## src/rtl/dcls_pkg.sv

```systemverilog
// Shared encodings and parameter defaults for the lockstep fault manager.
package dcls_pkg;

  typedef enum logic [2:0] {
    ST_IDLE    = 3'd0,
    ST_CONFIRM = 3'd1,
    ST_RECOVER = 3'd2,
    ST_SYNC    = 3'd3,
    ST_FATAL   = 3'd4
  } state_e;

  typedef enum logic [1:0] {
    CAUSE_NONE     = 2'b00,
    CAUSE_MISMATCH = 2'b01,
    CAUSE_DED      = 2'b10,
    CAUSE_ILLEGAL  = 2'b11
  } cause_e;

  localparam int unsigned DEF_CONFIRM_CYCLES = 2;
  localparam int unsigned DEF_RESET_CYCLES   = 4;
  localparam int unsigned DEF_SYNC_CYCLES    = 2;
  localparam int unsigned DEF_MAX_RETRIES    = 3;
  localparam int unsigned DEF_QUIET_CYCLES   = 64;

  function automatic cause_e pick_cause(
    input logic ded,
    input logic ill
  );
    if (ded)      return CAUSE_DED;
    else if (ill) return CAUSE_ILLEGAL;
    else          return CAUSE_MISMATCH;
  endfunction

endpackage

```

## src/rtl/sat_counter16.sv

```systemverilog
// 16-bit event counter with synchronous clear that sticks at all-ones.
module sat_counter16 (
  input  logic        clk,
  input  logic        reset,
  input  logic        clr,
  input  logic        inc,
  output logic [15:0] count
);

  logic [15:0] count_q;
  logic [15:0] count_d;

  always_comb begin
    count_d = count_q;
    if (clr) begin
      count_d = '0;
    end else if (inc && (count_q != 16'hFFFF)) begin
      count_d = count_q + 16'd1;
    end
  end

  always_ff @(posedge clk or posedge reset) begin
    if (reset) count_q <= '0;
    else       count_q <= count_d;
  end

  assign count = count_q;

endmodule

```

## src/rtl/dcls_fault_manager.sv

```systemverilog
// Lockstep fault manager: confirms mismatches, sequences core recovery,
// escalates to FATAL after repeated retries and keeps event statistics.
module dcls_fault_manager
  import dcls_pkg::*;
#(
  parameter int unsigned CONFIRM_CYCLES = DEF_CONFIRM_CYCLES,
  parameter int unsigned RESET_CYCLES   = DEF_RESET_CYCLES,
  parameter int unsigned SYNC_CYCLES    = DEF_SYNC_CYCLES,
  parameter int unsigned MAX_RETRIES    = DEF_MAX_RETRIES,
  parameter int unsigned QUIET_CYCLES   = DEF_QUIET_CYCLES
) (
  input  logic        clk,
  input  logic        reset,
  input  logic        mismatch_flag,
  input  logic        single_error_corrected,
  input  logic        double_error_detected,
  input  logic        unrecognized_instruction,
  input  logic [31:0] final_output,
  input  logic        clear_req,
  output logic        core_reset_req,
  output logic [2:0]  fault_state,
  output logic        fatal,
  output logic [15:0] sec_count,
  output logic [15:0] ded_count,
  output logic [15:0] mismatch_count,
  output logic [1:0]  retry_count,
  output logic [31:0] fault_data,
  output logic [1:0]  fault_cause
);

  localparam int unsigned TW =
    $clog2(CONFIRM_CYCLES + RESET_CYCLES + SYNC_CYCLES + 1) + 1;
  localparam int unsigned QW = $clog2(QUIET_CYCLES + 1);

  state_e      state_q, state_d;
  logic [TW-1:0] tmr_q, tmr_d;
  logic [QW-1:0] quiet_q, quiet_d;
  logic [1:0]  retry_q, retry_d;
  logic [31:0] data_q, data_d;
  cause_e      cause_q, cause_d;
  logic        rst_req_q, rst_req_d;
  logic        fatal_q, fatal_d;

  logic trig;
  logic mm_confirm;
  logic hard_fault;

  assign hard_fault = double_error_detected | unrecognized_instruction;

  always_comb begin
    state_d    = state_q;
    tmr_d      = tmr_q;
    quiet_d    = '0;
    retry_d    = clear_req ? 2'd0 : retry_q;
    data_d     = data_q;
    cause_d    = cause_q;
    trig       = 1'b0;
    mm_confirm = 1'b0;

    unique case (state_q)
      ST_IDLE: begin
        if (hard_fault) begin
          trig = 1'b1;
        end else if (mismatch_flag) begin
          if (CONFIRM_CYCLES <= 1) begin
            trig       = 1'b1;
            mm_confirm = 1'b1;
          end else begin
            state_d = ST_CONFIRM;
            tmr_d   = TW'(1);
          end
        end else if (quiet_q == QW'(QUIET_CYCLES - 1)) begin
          retry_d = 2'd0;
        end else begin
          quiet_d = quiet_q + QW'(1);
        end
      end
      ST_CONFIRM: begin
        if (hard_fault) begin
          trig = 1'b1;
        end else if (mismatch_flag) begin
          if ((tmr_q + TW'(1)) >= TW'(CONFIRM_CYCLES)) begin
            trig       = 1'b1;
            mm_confirm = 1'b1;
          end else begin
            tmr_d = tmr_q + TW'(1);
          end
        end else begin
          state_d = ST_IDLE;
        end
      end
      ST_RECOVER: begin
        if (tmr_q == TW'(RESET_CYCLES - 1)) begin
          state_d = ST_SYNC;
          tmr_d   = '0;
        end else begin
          tmr_d = tmr_q + TW'(1);
        end
      end
      ST_SYNC: begin
        if (tmr_q == TW'(SYNC_CYCLES - 1)) begin
          state_d = ST_IDLE;
          tmr_d   = '0;
        end else begin
          tmr_d = tmr_q + TW'(1);
        end
      end
      ST_FATAL: begin
        if (clear_req) state_d = ST_IDLE;
      end
      default: state_d = ST_IDLE;
    endcase

    // Retry budget is judged on the count held before this trigger.
    if (trig) begin
      data_d  = final_output;
      cause_d = pick_cause(double_error_detected,
                           unrecognized_instruction);
      tmr_d   = '0;
      if (retry_q == 2'(MAX_RETRIES)) begin
        state_d = ST_FATAL;
      end else begin
        state_d = ST_RECOVER;
        retry_d = retry_d + 2'd1;
      end
    end

    rst_req_d = (state_d == ST_RECOVER) || (state_d == ST_FATAL);
    fatal_d   = (state_d == ST_FATAL);
  end

  always_ff @(posedge clk or posedge reset) begin
    if (reset) begin
      state_q   <= ST_IDLE;
      tmr_q     <= '0;
      quiet_q   <= '0;
      retry_q   <= '0;
      data_q    <= '0;
      cause_q   <= CAUSE_NONE;
      rst_req_q <= 1'b0;
      fatal_q   <= 1'b0;
    end else begin
      state_q   <= state_d;
      tmr_q     <= tmr_d;
      quiet_q   <= quiet_d;
      retry_q   <= retry_d;
      data_q    <= data_d;
      cause_q   <= cause_d;
      rst_req_q <= rst_req_d;
      fatal_q   <= fatal_d;
    end
  end

  sat_counter16 u_sec_cnt (
    .clk   (clk),
    .reset (reset),
    .clr   (1'b0),
    .inc   (single_error_corrected && (state_q != ST_SYNC)),
    .count (sec_count)
  );

  sat_counter16 u_ded_cnt (
    .clk   (clk),
    .reset (reset),
    .clr   (1'b0),
    .inc   (double_error_detected && (state_q != ST_SYNC)),
    .count (ded_count)
  );

  sat_counter16 u_mm_cnt (
    .clk   (clk),
    .reset (reset),
    .clr   (1'b0),
    .inc   (mm_confirm),
    .count (mismatch_count)
  );

  assign core_reset_req = rst_req_q;
  assign fault_state    = state_q;
  assign fatal          = fatal_q;
  assign retry_count    = retry_q;
  assign fault_data     = data_q;
  assign fault_cause    = cause_q;

endmodule

```

## config.mk

```make
export PLATFORM = sky130hd
export DESIGN_NAME = dcls_fault_manager
export DESIGN_NICKNAME = d
export VERILOG_FILES = /design/src/rtl/dcls_pkg.sv /design/src/rtl/sat_counter16.sv /design/src/rtl/dcls_fault_manager.sv
export SDC_FILE = /design/constraint.sdc
export NUM_CORES = 1
export LEC_CHECK = 0
export CAP_MARGIN = 20
export CORE_ASPECT_RATIO = 1.4
export CORE_MARGIN = 5
export CORE_UTILIZATION = 27
export DETAILED_ROUTE_END_ITERATION = 6
export DONT_BUFFER_PORTS = 1
export MAX_ROUTING_LAYER = met4
export SKIP_CTS_REPAIR_TIMING = 1
export SYNTH_ARGS = -nofsm -noshare
export SYNTH_HDL_FRONTEND = slang
export SYNTH_SLANG_ARGS = --single-unit
```

## constraint.sdc

```tcl
create_clock -name clk -period 2.85 [get_ports clk]
set_input_delay 0.285 -clock clk [delete_from_list [all_inputs] [get_ports clk]]
set_output_delay 0.285 -clock clk [all_outputs]
set_load 0.05 [all_outputs]
```

; ---- Word-level counts from Yosys, hierarchy flattened
; Index checks and enable logic that the tools add are counted.
[op_classes]
n_mux = 39
add_sub_neg = 6
eq_ne = 19
n_reduce_logical = 9
magnitude_cmp = 1
bitwise = 1
[ops]
columns = op, count
row1 = "16-bit by 1-bit adder with 16-bit output, second input constant", 3
row2 = "16-bit != test, second input constant", 3
row3 = 5-bit two-way mux, 8
row4 = 7-bit two-way mux, 4
row5 = 3-bit two-way mux, 9
row6 = 5-bit case mux with 4 select lines, 1
row7 = 2-bit two-way mux, 9
row8 = "3-bit != test, second input constant", 5
row9 = 3-bit case mux with 5 select lines, 1
row10 = "3-bit by 2-bit equality test with 1-bit output, second input constant", 3
row11 = "7-bit by 1-bit adder with 7-bit output, second input constant", 1
row12 = "7-bit by 6-bit equality test with 1-bit output, second input constant", 1
row13 = "3-bit equality test, second input constant", 2
row14 = 1-bit two-way mux, 6
row15 = 6-bit AND reduction, 1
row16 = "5-bit by 1-bit adder with 5-bit output, second input constant", 1
row17 = "5-bit by 1-bit equality test with 1-bit output, second input constant", 1
row18 = "5-bit by 2-bit equality test with 1-bit output, second input constant", 1
row19 = "5-bit by 2-bit >= comparator with 1-bit output, second input constant", 1
row20 = 1-bit logical AND, 5
row21 = 5-bit nonzero test, 1
row22 = "3-bit by 1-bit equality test with 1-bit output, second input constant", 1
row23 = 3-bit logical NOT, 1
row24 = "3-bit by 2-bit != test with 1-bit output, second input constant", 1
row25 = 5 further kinds, 5
[totals]
reg_bits = 101
input_bits = 39

; ---- Logic depth before layout (Yosys ltp)
[logic_depth]
ltp_word = 9
mapped_depth = 9
depth_no_buf = 7

; ---- Cells and area by module
; A second synthesis with hierarchy kept.
[hier_totals]
cells_unflattened = 504
hier_area_um2 = 5228.8
[modules_own_cells]
columns = module, area_each_um2, instances, cells_each, seq_area_each_um2
row1 = sat_counter16, 932.1, 3, 101, 400.4
row2 = dcls_fault_manager, 2432.3, 1, 201, 1326.3

; ---- Least setup slack after synthesis
; OpenSTA, ideal clock, no wires.
[synth_timing]
path_type = register -> register
startpoint = register tmr_q[0]
endpoint = register data_q[0], in the netlist fault_data[0]
path_stages_with_launch = 9
t_arrival_ns = 2.107
required_ns = 2.725
n_path_buf = 2
setup_slack_ns = 0.618
setup_time_ns = 0.125
path_cell_list = dfrtp_1 -> ha_1 -> nor2b_1 -> o211ai_2 -> o2111a_2 -> or2_1 -> buf_6 -> buf_6 -> mux2_4
[synth_between]
elab_chain_len = 6
[synth_lines]
columns = item, line_no
row1 = from (decl), dcls_fault_manager.sv:36  ; logic [TW-1:0] tmr_q, tmr_d;
row2 = from (signal assigned), dcls_fault_manager.sv:144  ; tmr_q <= tmr_d;
row3 = 5-bit by 1-bit adder with 5-bit output, dcls_fault_manager.sv:82  ; if ((tmr_q + TW'(1)) >= TW'(CONFIRM_CYCLES)) begin
row4 = 5-bit by 2-bit >= comparator with 1-bit output, dcls_fault_manager.sv:82
row5 = 1-bit two-way mux, dcls_fault_manager.sv:82
row6 = 1-bit two-way mux, dcls_fault_manager.sv:81  ; end else if (mismatch_flag) begin
row7 = 1-bit two-way mux, dcls_fault_manager.sv:79  ; if (hard_fault) begin
row8 = 1-bit case mux with 2 select lines, dcls_fault_manager.sv:60  ; unique case (state_q)
row9 = to (signal assigned), dcls_fault_manager.sv:147  ; data_q <= data_d;
row10 = to (decl), dcls_fault_manager.sv:39  ; logic [31:0] data_q, data_d;
; No other way between the ends.
; A chain may end at the register's enable or synchronous reset.

; ---- Worst setup path after layout
[layout_timing]
startpoint = register tmr_q[0]
endpoint = register data_q[30], in the netlist fault_data[30]
; Same word-level chain as after synthesis.

==> insert_results.sql <==
INSERT INTO impl_metrics (metric_group, metric, value, unit) VALUES
('outcome', 'status', 'finished, final reports clean', ''),
('logic_synthesis', 'ys_types', '50', ''),
('drt', 'routed_wl', '11200', 'um'),
('worst_hold_path', 'hold_end', 'fault_cause[0]', ''),
('sta', 'timing_max_transition_violations_final', '0', ''),
('logic_synthesis', 'ys.warnings.count', '0', ''),
('logic_synthesis', 'postSynthRegisterBits', '101', ''),
('grt', 'grt_pass1_vias', '3287', ''),
('drt', 'ant_nets', '0', ''),
('die', 'num_rows', '57', ''),
('sta', 'setup-violations-final', '0', ''),
('sta', 'rsz0062_at_grt', 'false', ''),
('logic_synthesis', 'ys_seq_area_share', '52.6', '%'),
('critical_path', 'setup.worst_path.class', 'reg -> reg', ''),
('power', 'seq_power_share', '52.6', '%'),
('drt', 'route.vias.total', '3239', ''),
('power', 'power.combinational.fraction', '28.0', '%'),
('grt', 'grt_usage', '11.0', '%'),
('power', 'ir_drop', '0.372', 'mV'),
('power', 'sw_frac_of_total', '46.4', '%'),
('final_layout', 'multiInputGateArea', '0.00212', 'mm2'),
('drt', 'number_of_drc_markers_after_the_initial_detailed_route_iteration', '108', ''),
('grt', 'globalRoute.totalOverflow', '0', ''),
('sta', 'final.hold.worst_slack', '22.9', 'ps'),
('logic_synthesis', 'post_synth_inst_count', '406', ''),
('clock_network', 'clock-root-buffer', 'clkbuf_16', ''),
('final_layout', 'layout-drive-gt1-share', '21.4', '%'),
('critical_path', 'worstPathMaxFanout', '29', ''),
('clock_network', 'cts_made_buffers', '9', ''),
('sta', 'clock_skew', '7.66', 'ps'),
('sta', 'worst_slew_margin_rel', '51.7', '%'),
('critical_path', 'r2r-start', 'tmr_q[0]', ''),
('logic_synthesis', 'synth_flop_cell', 'dfrtp_1', ''),
('critical_path', 'crit_path_start_kind', 'flop', ''),
('grt', 'grt_first_pass_wirelength', '17500', 'um'),
('logic_synthesis', 'synthesis.nets', '452', ''),
('drt', 'drt-wirelength-per-cell', '16.3', 'um'),
('clock_network', 'clock_sink_count', '101', ''),
('placed_design', 'gp_congestion', '0.759', ''),
('grt', 'grt_antenna_before_repair', '1', ''),
('logic_synthesis', 'synth_enable_flop_cells', '0', ''),
('sta', 'min_period', '2630', 'ps'),
('sta', 'tns', '0', 'ps'),
('sta', 'maxClockFrequency', '0.381', 'GHz'),
('clock_network', 'htree_levels', '3', ''),
('power', 'power.share.clock', '19.4', '%'),
('worst_hold_path', 'timing.hold.worst_path_depth', '1', ''),
('sta', 'timing_hold_violations_final', '0', ''),
('die', 'floorplan.core_area', '0.0174', 'mm2'),
('critical_path', 'timing.critical_path.to_type', 'flop', ''),
('logic_synthesis', 'postSynth.asyncResetShare', '100', '%'),
('worst_hold_path', 'hold_start', 'double_error_detected', ''),
('flow_run', 'maxCapViolCount', '0', ''),
('critical_path', 'timing.critical_path.arrival', '2840', 'ps'),
('clock_network', 'clock_tree_from_tritoncts', 'yes', ''),
('clock_network', 'cts_max_path_buffers', '2', ''),
('die', 'die_height', '168', 'um'),
('critical_path', 'r2r_setup_slack', '220', 'ps'),
('placed_design', 'portBuffers', '0', ''),
('final_layout', 'regArea', '0.00253', 'mm2'),
('clock_network', 'clk_pin_slew_worst_paths', '70', 'ps'),
('sta', 'min_period_over_period', '92.2', '%'),
('final_layout', 'areaGrowthSynthToFinish', '16.6', '%'),
('logic_synthesis', 'syn_area_per_cell', '11.8', 'um2'),
('critical_path', 'crit-reg2reg-capture', 'fault_data[30]', ''),
('critical_path', 'worst-r2r-cell-count', '7', ''),
('drt', 'drt_first_pass_iters', '4', ''),
('power', 'internal-power', '3280', 'uW'),
('sta', 'max_slew.worst_pin.slew', '720', 'ps'),
('power', 'total_switching_power', '2850', 'uW'),
('die', 'die-area', '0.0206', 'mm2'),
('final_layout', 'design.final.nets', '489', ''),
('die', 'die_x', '123', 'um'),
('power', 'power_density', '1090', 'mW/mm2'),
('die', 'floorplan.io_pins', '128', ''),
('final_layout', 'num-fill-cells', '1814', ''),
('drt', 'post-route-drc-count', '0', ''),
('grt', 'grt_max_degree', '41', ''),
('die', 'start_util', '27.6', '%'),
('worst_hold_path', 'hold_path_class', 'in -> reg', ''),
('critical_path', 'cp_data_required_time', '3070', 'ps'),
('logic_synthesis', 'post_synth_instance_area', '0.00480', 'mm2'),
('drt', 'number_of_vias_per_cell_after_detailed_routing', '4.73', ''),
('clock_network', 'clock_latency', '340', 'ps'),
('power', 'total_leakage_power', '0.00249', 'uW'),
('placed_design', 'post-dp-hpwl', '8300', 'um');
-- stage by stage --
stage | power (uW) | cells | utilization (%) | instance area, um2 | setup slack [ps]
3_5_place_dp | 4990 | 666 | 30.4 | 5290 | 258
6_report | 6130 | 685 | 32.2 | 5600 | 223
2_1_floorplan | 4560 | 406 | - | 4810 | 618
5_1_grt | 6460 | 685 | 32.2 | 5600 | 90.3
3_3_place_gp | 4910 | 666 | 30.4 | 5290 | 364
4_1_cts | 6220 | 682 | 32.0 | 5580 | 235
-- placed cells by master, fill, tap and decap left out, types with 4 or more instances in the layout --
cell type and count:
nor2b_1 5, mux2_4 31, a31oi_1 4, buf_4 35, ha_1 7, dfrtp_1 101
nor3_1 18, xor2_1 23, or2_2 4, and4_1 8, clkbuf_16 9, nand3_1 20
o21ai_0 10, xnor2_1 25, nand2_1 26, o31ai_1 4, nand4_1 11, mux2_2 5
inv_1 13, a21oi_1 7, nor2_1 24, and3_1 7
-- worst max path at each step --
stage	from	to	slack [ps]	cells after the start
final	tmr_q[0]	fault_data[30]	220	7
after global routing	tmr_q[0]	fault_data[30]	90	7
after global placement	tmr_q[0]	fault_data[30]	360	7
after floorplan	tmr_q[0]	fault_data[0]	620	8
after CTS	tmr_q[0]	fault_data[30]	230	7
after detailed placement	tmr_q[0]	fault_data[30]	260	7
-- state kept, by name, summed over array words and instances, names as in the netlist --
name / cells
fault_cause: 2
fatal: 1
u_sec_cnt.count: 16
quiet_q: 7
u_mm_cnt.count: 16
fault_data: 32
core_reset_req: 1
retry_count: 2
tmr_q: 5
u_ded_cnt.count: 16
fault_state: 3
-- worst max-delay path, stage by stage, from the launching register on --
cell	delay [ps]
dfrtp_1	460
ha_1	310
and4_1	270
o211ai_2	140
o2111a_2	320
or2_2	310
buf_4	290
mux2_1	380
-- area by class of cell --
type                       instances  area share (%)
multi-input combinational        279            38.0
antenna                            1          0.0447
tap                              236            5.27
clock inverter                     3           0.335
sequential                       101            45.1
inverter                          14            1.01
timing repair buffer              38            5.41
clock buffer                      13            4.83
-- layer usage --
| metal | track usage, % | vias to the layer above | wire (um) |
|---|---|---|---|
| li1 | - | 1519 | - |
| met5 | - | - | 0 |
| met1 | 12.2 | 1582 | 4430 |
| met3 | 4.03 | 11 | 1200 |
| met2 | 17.9 | 127 | 5350 |
| met4 | 4.24 | 0 | 182 |
-- synth_stat cells, types with 2 or more instances --
cell       instances  share of area [%]
o21ai_0           10                1.0
o31ai_1            4               0.63
nor4_1             2               0.26
mux2_2             5                1.2
mux2_4            31                9.7
o311ai_0           2               0.36
and4_1             8                1.5
or3_1              3               0.39
nor2_1            24                1.9
and3_1             7               0.91
nand2b_1           3               0.39
xor2_1            23                4.2
nand4_1           11                1.4
inv_1             14                1.1
nand2_1           26                2.0
xnor2_1           25                4.6
o2111ai_1          3               0.55
a21oi_1            7               0.73
nand3_1           20                2.1
o32ai_1            2               0.36
and2_1             2               0.26
or4_1              3               0.47
nor3_1            18                1.9
dfrtp_1          101                 53
clkbuf_1           5               0.39
a31oi_1            4               0.52
buf_6              7                1.6
nor2b_1            5               0.65
or2_2              3               0.39
ha_1               7                1.8
o21bai_1           2               0.31
-- power groups by stage --
stage	clock network [uW]	registers (uW)	logic, uW
global placement	0	3250	1660
floorplan	0	3400	1160
detailed placement	0	3270	1720
global route	1300	3290	1860
finish	1190	3230	1720
CTS	1250	3230	1740
-- logic make-up after synthesis --
kind of cell	count (synthesis)	share of synthesized area, %
AOI/OAI and AO/OA	48	7.30
xor gates and xnor gates	49	9.09
adders and majority gates	7	1.82
buffers and inverters	26	3.13
DFF	101	52.6
muxes	37	11.1
and+or+nand+nor	138	14.9
Note: power is estimated with default switching activity, not from simulation.
